===== config.mk =====
export PLATFORM = sky130hd
export DESIGN_NAME = serial_add_seq
export DESIGN_NICKNAME = d
export VERILOG_FILES = /design/src/rtl/serial_add_seq_pkg.sv /design/src/rtl/serial_add_seq_rca4.sv /design/src/rtl/serial_add_seq.sv
export SDC_FILE = /design/constraint.sdc
export NUM_CORES = 1
export LEC_CHECK = 0
export ABC_CLOCK_PERIOD_IN_PS = 6950
export BUFFER_PORTS_ARGS = -buffer_cell sky130_fd_sc_hd__buf_4
export CORE_MARGIN = 1.5
export CORE_UTILIZATION = 35
export DETAILED_ROUTE_END_ITERATION = 6
export PLACE_DENSITY_LB_ADDON = 0.1
export SYNTH_ARGS = -nofsm -noshare
export SYNTH_HDL_FRONTEND = slang
export SYNTH_HIERARCHICAL = 1
export SYNTH_SLANG_ARGS = --single-unit

===== constraint.sdc =====
create_clock -name clk -period 6.95 [get_ports clk]
set_input_delay 1.39 -clock clk [delete_from_list [all_inputs] [get_ports clk]]
set_output_delay 1.39 -clock clk [all_outputs]
set_load 0.01 [all_outputs]

===== src/rtl/serial_add_seq_pkg.sv =====
`default_nettype none
// ============================================================================
// Module      : serial_add_seq_pkg
// Description : Shared definitions for the nibble-serial adder/subtractor.
//               Holds the nibble width constant and the controller state
//               encoding used by serial_add_seq.
// Revision    : 1.0 - initial release
// ============================================================================
package serial_add_seq_pkg;

    // Width of one adder slice; operands are processed this many bits a cycle.
    localparam int NIB = 4;

    // Controller states, explicit 2-bit encoding.
    typedef enum logic [1:0] {
        IDLE = 2'b00,
        RUN  = 2'b01,
        DONE = 2'b10
    } state_t;

endpackage : serial_add_seq_pkg
`default_nettype wire


===== src/rtl/serial_add_seq_rca4.sv =====
`default_nettype none
// ============================================================================
// Module      : serial_add_seq_rca4
// Description : 4-bit ripple-carry adder built from full-adder cells.
// Ports       : x, y  - 4-bit addends
//               cin   - carry in
//               s     - 4-bit sum
//               co    - carry out of bit 3
// Revision    : 1.0 - initial release
// ============================================================================
module serial_add_seq_rca4
    import serial_add_seq_pkg::*;
(
    input  logic [NIB-1:0] x,
    input  logic [NIB-1:0] y,
    input  logic           cin,
    output logic [NIB-1:0] s,
    output logic           co
);

    logic [NIB:0] w_c;

    assign w_c[0] = cin;

    generate
        for (genvar i = 0; i < NIB; i++) begin : g_bit
            assign s[i]     = x[i] ^ y[i] ^ w_c[i];
            assign w_c[i+1] = (x[i] & y[i]) | (w_c[i] & (x[i] ^ y[i]));
        end
    endgenerate

    assign co = w_c[NIB];

endmodule : serial_add_seq_rca4
`default_nettype wire


===== src/rtl/serial_add_seq.sv =====
`default_nettype none
// ============================================================================
// Module      : serial_add_seq
// Description : Nibble-serial adder/subtractor. One shared 4-bit ripple adder
//               processes the operands LSB nibble first, one nibble per
//               clock. Subtraction is a + ~b + 1.
// Ports       : clk, rst             - clock, synchronous active-high reset
//               in_valid / in_ready  - request handshake (a, b, sub)
//               out_valid / out_ready- result handshake (sum, cout, ovf)
//               cout                 - carry out of MSB nibble (sub: 1 = no borrow)
//               ovf                  - two's-complement signed overflow
// Revision    : 1.0 - initial release
// ============================================================================
module serial_add_seq
    import serial_add_seq_pkg::*;
#(
    parameter int N_NIB = 4,
    parameter int W     = NIB * N_NIB
)
(
    input  logic         clk,
    input  logic         rst,
    input  logic         in_valid,
    output logic         in_ready,
    input  logic [W-1:0] a,
    input  logic [W-1:0] b,
    input  logic         sub,
    output logic         out_valid,
    input  logic         out_ready,
    output logic [W-1:0] sum,
    output logic         cout,
    output logic         ovf
);

    localparam int                 c_IDX_W    = $clog2(N_NIB);
    localparam logic [c_IDX_W-1:0] c_IDX_LAST = c_IDX_W'(N_NIB - 1);

    state_t             r_state;
    state_t             w_state_nxt;
    logic [W-1:0]       r_a;
    logic [W-1:0]       r_b;
    logic [W-1:0]       r_sum;
    logic               r_carry;
    logic               r_op;
    logic [c_IDX_W-1:0] r_idx;

    logic [NIB-1:0]     w_x;
    logic [NIB-1:0]     w_y;
    logic [NIB-1:0]     w_s;
    logic               w_cin;
    logic               w_co;
    logic               w_last;

    assign w_last = (r_idx == c_IDX_LAST);

    // ------------------------------------------------------------------
    // Controller
    // ------------------------------------------------------------------
    always_ff @(posedge clk) begin
        if (rst) begin
            r_state <= IDLE;
        end else begin
            r_state <= w_state_nxt;
        end
    end

    always_comb begin
        w_state_nxt = r_state;
        in_ready    = 1'b0;
        out_valid   = 1'b0;
        case (r_state)
            IDLE: begin
                in_ready = 1'b1;
                if (in_valid) begin
                    w_state_nxt = RUN;
                end
            end
            RUN: begin
                if (w_last) begin
                    w_state_nxt = DONE;
                end
            end
            DONE: begin
                out_valid = 1'b1;
                // Returning to IDLE (not straight to RUN) is what keeps a
                // request from being accepted on the same edge a result leaves.
                if (out_ready) begin
                    w_state_nxt = IDLE;
                end
            end
            default: begin
                w_state_nxt = IDLE;
            end
        endcase
    end

    // ------------------------------------------------------------------
    // Datapath
    // ------------------------------------------------------------------
    assign w_x = r_a[r_idx*NIB +: NIB];
    assign w_y = r_b[r_idx*NIB +: NIB];

    // On the first nibble the carry-in is the operation bit (the +1 of the
    // two's-complement negate); r_carry holds the same value there, later
    // nibbles chain through r_carry.
    assign w_cin = (r_idx == '0) ? r_op : r_carry;

    serial_add_seq_rca4 u_rca4 (
        .x   (w_x),
        .y   (w_y),
        .cin (w_cin),
        .s   (w_s),
        .co  (w_co)
    );

    always_ff @(posedge clk) begin
        if (rst) begin
            r_a     <= '0;
            r_b     <= '0;
            r_sum   <= '0;
            r_carry <= 1'b0;
            r_op    <= 1'b0;
            r_idx   <= '0;
        end else begin
            case (r_state)
                IDLE: begin
                    if (in_valid) begin
                        r_a     <= a;
                        r_b     <= b ^ {W{sub}};
                        r_carry <= sub;
                        r_op    <= sub;
                        r_idx   <= '0;
                    end
                end
                RUN: begin
                    r_sum[r_idx*NIB +: NIB] <= w_s;
                    r_carry                 <= w_co;
                    // Index parks on the last nibble rather than wrapping.
                    if (!w_last) begin
                        r_idx <= r_idx + 1'b1;
                    end
                end
                default: begin
                end
            endcase
        end
    end

    assign sum  = r_sum;
    assign cout = r_carry;
    // Overflow uses the stored (already inverted for sub) B operand.
    assign ovf  = (r_a[W-1] == r_b[W-1]) && (r_sum[W-1] != r_a[W-1]);

endmodule : serial_add_seq
`default_nettype wire


==> results of run 1 <==
==> critical path, stage by stage (launching register included) <==
cell and delay [ns]:
dfxtp_1 0.84, inv_1 0.21, ha_1 0.37, mux2_2 0.32
fa_1 0.37, inv_1 0.08, fa_1 0.16, inv_1 0.05
fa_1 0.35, inv_1 0.07, fa_1 0.40, inv_1 0.14
nand4_1 0.09, a21oi_1 0.16
==> cells in the final DEF, fill, tap and decap left out, drive strengths merged, types with 4 or more instances in the layout <==
cell type and count:
buf 57, nand4 4, ha 5, clkbuf 5
xnor2 16, a211oi 16, a22o 8, nor2 18
nand2 46, inv 14, mux4 8, nand3 4
fa 4, dfxtp 54, a21oi 29
==> per-layer routing <==
metal | up-vias | part of all wire [%] | global-route usage, %
li1 | 1012 | - | -
met1 | 928 | 48 | 18.9
met2 | 38 | 47 | 24.7
met3 | 6 | 4.0 | 3.68
met4 | 0 | 1.1 | 4.26
met5 | - | 0 | 0
==> through the flow <==
stage / cell area, sq um / util [%]
after floorplan: 2530 / -
after detailed placement: 2970 / 43.0
after global placement: 2970 / 43.0
final: 3110 / 45.0
after CTS: 3110 / 45.0
after global routing: 3110 / 45.0
==> layout make-up <==
cell class,instances,area share (%)
clock inverter,3,2.21
tap,96,3.86
clock buffer,5,2.21
timing repair buffer,57,13.8
sequential,54,34.8
multi-input combinational,181,41.5
inverter,14,1.69
==> path summary, 6_finish.rpt <==
path,from,endpoint,slack [ns],cells after the start
worst max-delay path,r_idx[0]$_SDFFE_PP0P_,sum[3]$_SDFFE_PP0P_,3.27,13
worst max register to register,r_idx[0]$_SDFFE_PP0P_,sum[3]$_SDFFE_PP0P_,3.27,13
worst min register to register,sum[2]$_SDFFE_PP0P_,sum[2]$_SDFFE_PP0P_,0.46,2
worst min-delay path,sum[2]$_SDFFE_PP0P_,sum[2]$_SDFFE_PP0P_,0.46,2
==> sequential cells by signal, indices dropped and copies added, names as in the netlist <==
name and flops:
r_op 1, r_a 16, r_idx 2, r_state 2, sum 16, cout 1
r_b 16
==> logic make-up after synthesis <==
family / Yosys count / synth area share [%]
AND/OR/NAND/NOR: 89 / 17.1
multiplexers: 10 / 7.96
buffers and inverters: 34 / 6.38
flip-flops: 54 / 42.7
XOR/XNOR: 16 / 5.54
adder cells (fa/ha/maj): 9 / 5.64
AO/OA/AOI/OAI: 57 / 14.7
==> power groups by stage <==
stage,clock network [W],logic (W),registers (W)
after floorplan,0,0.0000803,0.000341
after detailed placement,0,0.000111,0.000349
after CTS,0.000255,0.000111,0.000341
after global routing,0.000266,0.000122,0.000344
after global placement,0,0.000109,0.000348
final,0.000246,0.000109,0.000341
==> impl_metrics.toml, run 1 <==
[status]
status = "finished, final reports clean"

[power]
peakVddDrop_v = 0.0000868
leakage_nw = 1.21
total_power_w = 0.000696
power_frac_clock_pct = 35.4
cell_internal_pwr_w = 0.000523
comb_power_share_pct = 15.7
pwr_density_cell_nw_per_um2 = 224
swShare_pct = 24.8
seqPwrFrac_pct = 49.0
power_switching_w = 0.000173

[die]
num_io_pins = 57
num_rows = 30
die_area_sq_um = 7750
core-area_sq_um = 6910
dieWidth_um = 88.0
initial_utilization_pct = 36.6
die_h_um = 88.0

[final_layout]
n_fill_cell = 731
fin_nets = 359
regArea_sq_um = 1080
drive_above_1_share_pct = 24.8
insertedDiodeCount = 0
syn_to_final_growth_pct = 22.8
stdcell_count = 410
multi_input_area_sq_um = 1290

[synthesis]
ys_seq_elements = 54
synthDominantCellAreaShare_pct = 42.7
synth_edf_count = 0
yosysWarnings = 6
ys_seq_area_share_pct = 42.7
synth-async-reset-ratio_pct = 0
yosysTopAreaCell = "dfxtp_1"
synth.top_cells.by_area = "dfxtp_1 (43%), mux4_2 (7.1%), nand2_1 (6.8%)"
netlist_area_sq_um = 2530
synth_cell_types = 36
avgSynthCellArea_sq_um = 9.41
synth.most_common_cell = "dfxtp_1"
netlist_top_cells_count = "dfxtp_1 (54), nand2_1 (46), a21oi_1 (29), nor2_1 (18)"
syn_inst = 269
yosys_most_used_dff = "dfxtp_1"
syn_nets = 315

[clocking]
cts_sinks = 54
cts_tree = "built"
cts_setup_buffers = 0
post_cts_resized = 0
max-clock-path-buffers = 2
cts_buffers = 5
clkTransAtPathRegs_ns = 0.09
htreeDepth = 2
postCtsHoldBufs = 0
cts_root_buf = "clkbuf_8"
insertion_delay_ns = 0.30

[flow_run]
timing.max_cap.violations = 0

[drt]
wl_um = 5360
wire_per_inst_um = 13.1
firstDrtPassIters = 4
viasPerCell = 4.84
vias = 1984
drc = 0
first_iter_violations = 85
ant_nets = 0

[sta]
finalClockSkew_ns = 0.00470
hold_viol_final = 0
worst-slew-pin-transition_ns = 0.788
setup_tns_ns = 0
rsz0062_at_grt = "no"
finalSetupViolations = 0
max_slew_margin_pct = 47.4
post-route-period-util_pct = 53.0
hold-worst-slack_ns = 0.456
fin_crit_ns = 3.68
maxSlewViolCount = 0
fmax_mhz = 272
setup_slack_ns = 3.27

[critical_path]
start_kind = "flip-flop"
worstSetupPathType = "reg -> reg"
crit_fanout = 16
worst_ep_required_time_ns = 7.19
arrival_ns = 3.92
setup.worst_path.end_class = "flip-flop"

[global_routing]
grt.overflow.total = 0
grt_first_pass_wirelength_um = 8890
antenna_found_initial = 0
grt_usage_pct = 14.7
grt_max_degree = 52
grt_pass1_vias = 1922

[hold_path]
min_path_type = "reg -> reg"

[placement]
dp_slack_ns = 3.24
dpl.hpwl_um = 3910
placedCellCount = 402
gp_congestion = 0.792
io_buffers = 56
No activity file was read; power rests on OpenSTA's default activity.
==> run 2, diff against run 1 <==
- ABC_CLOCK_PERIOD_IN_PS: 6950 -> 3210
- clock period: 6.95 -> 3.21 ns (I/O delays scaled with it)
==> run 2 against run 1 <==
Effect of this change:
- sequential power up 110%
- cell count up 1.2%
- largest cell class unchanged
- hold slack better by 0.0014 ns
- routed wire length is 3.1% higher
==> impl_metrics.toml, run 2 (synthesis gave the netlist of run 1 again) <==
[critical_path]
critical-path-top-delay-family = "adder cells"
crit_path_max_incr_delay_ns = 0.40
path_cells = "inv_1, ha_1, mux2_2, fa_1, inv_1, fa_1, inv_1, fa_1, inv_1, fa_1, inv_1, nand4_1, a21oi_1"
critPathMostFrequentCell = "inv_1"
path_buf_inv = 5
worst_ep_required_time_ns = 3.45
arrival_ns = 3.20
worstSetupPathType = "reg -> reg"
crit_fanout = 5
crit_slowest_cell = "fa_1"
start_kind = "flip-flop"
setup.worst_path.end_class = "flip-flop"
r2r_cells = 13
crit_cells = 13

[global_routing]
grt_use_met1_pct = 21.0
met3_usage_pct = 3.49
grt_pass1_vias = 1877
grt_usage_pct = 15.3
antenna_found_initial = 0
grt_max_degree = 52
grtUsageMet2_pct = 24.3
grt.overflow.total = 0
grt-busiest-layer = "met2"
grt_first_pass_wirelength_um = 9250

[sta]
maxSlewViolCount = 0
rsz0062_at_grt = "no"
fmax_mhz = 338
finalSetupViolations = 0
fin_crit_ns = 2.96
worst-slew-pin-transition_ns = 0.709
setup_slack_ns = 0.254
finalClockSkew_ns = 0.00753
post-route-period-util_pct = 92.1
setup_tns_ns = 0
hold_viol_final = 0
max_slew_margin_pct = 52.6

[power]
swShare_pct = 26.6
comb_power_share_pct = 17.5
total_power_w = 0.00144
pwr_density_cell_nw_per_um2 = 462
seqPwrFrac_pct = 50.6
leakage_nw = 1.22
power_switching_w = 0.000384
peakVddDrop_v = 0.000278
power_frac_clock_pct = 31.9
cell_internal_pwr_w = 0.00106

[clocking]
cts_sinks = 54
cts_root_buf = "clkbuf_8"
max-clock-path-buffers = 2
insertion_delay_ns = 0.31
clkTransAtPathRegs_ns = 0.10
htreeDepth = 2
cts_tree = "built"
post_cts_resized = 0
postCtsHoldBufs = 0
cts_setup_buffers = 0
cts_buffers = 5

[die]
die_area_sq_um = 7750
core-area_sq_um = 6910
initial_utilization_pct = 36.6
num_io_pins = 57
num_rows = 30
die_h_um = 88.0
dieWidth_um = 88.0

[drt]
firstDrtPassIters = 4
vias = 1991
first_iter_violations = 43
ant_nets = 0
wl_um = 5530
drc = 0
viasPerCell = 4.80
wire_per_inst_um = 13.3

[status]
status = "finished, final reports clean"

[placement]
gp_congestion = 0.778
io_buffers = 56
dpl.hpwl_um = 4060
dp_slack_ns = 0.192

[final_layout]
final_cell_mix = "buf_4 (62), dfxtp_1 (53), nand2_1 (46)"
final_common_cell = "buf_4"
syn_to_final_growth_pct = 23.4
fin_nets = 364
drive_above_1_share_pct = 26.3
insertedDiodeCount = 0

[hold_path]
min_path_type = "reg -> reg"
min_path_cells = 2

[flow_run]
timing.max_cap.violations = 0
## run 2: path summary, 6_finish.rpt
kind,slack (ns),from,end
setup / recovery,0.25,r_idx[0]$_SDFFE_PP0P_,sum[3]$_SDFFE_PP0P_
hold / removal,0.46,r_a[9]$_SDFFE_PP0P_,r_a[9]$_SDFFE_PP0P_
setup reg to reg,0.25,r_idx[0]$_SDFFE_PP0P_,sum[3]$_SDFFE_PP0P_
hold reg to reg,0.46,r_a[9]$_SDFFE_PP0P_,r_a[9]$_SDFFE_PP0P_
## run 2: metal layers
layer / share of wire [%] / routed length (um) / up-vias
met1: 48 / 2670 / 913
met3: 4.5 / 247 / 5
met4: 1.0 / 55 / 0
met2: 46 / 2560 / 45
li1: - / - / 1028
met5: 0 / 0 / -
## run 2: final cells by class
| class | count | area, sq um |
|---|---|---|
| multi-input cells | 181 | 1290 |
| fillers | 727 | 3780 |
| clock inverters | 3 | 45.0 |
| flip-flops and latches | 54 | 1080 |
| clock buffers | 5 | 68.8 |
| inverters | 14 | 52.6 |
| repair buffers | 62 | 465 |
| well taps | 96 | 120 |
## run 2: power groups by stage
stage | registers, W | clock network, W | logic [W]
after floorplan | 0.000739 | 0 | 0.000174
after global placement | 0.000747 | 0 | 0.000254
after detailed placement | 0.000747 | 0 | 0.000256
after CTS | 0.000731 | 0.000472 | 0.000257
after global routing | 0.000737 | 0.000504 | 0.000281
final | 0.000731 | 0.000460 | 0.000252
## run 2: metrics by stage
step	utilization [%]	cells	hold WS (ns)	area (sq um)
finish	45.2	415	0.457	3120
global route	45.2	415	0.478	3120
CTS	45.2	415	0.460	3120
detailed placement	43.6	407	0.445	3010
global placement	43.6	407	0.440	3010
floorplan	-	269	0.433	2530
## run 2: tightest hold or removal path, delay by kind of cell (launching register included)
| kind | cells | cell delay (ns) |
|---|---|---|
| flip-flops | 1 | 0.32 |
| AND/OR/NAND/NOR | 1 | 0.05 |
| AO/OA/AOI/OAI | 1 | 0.05 |
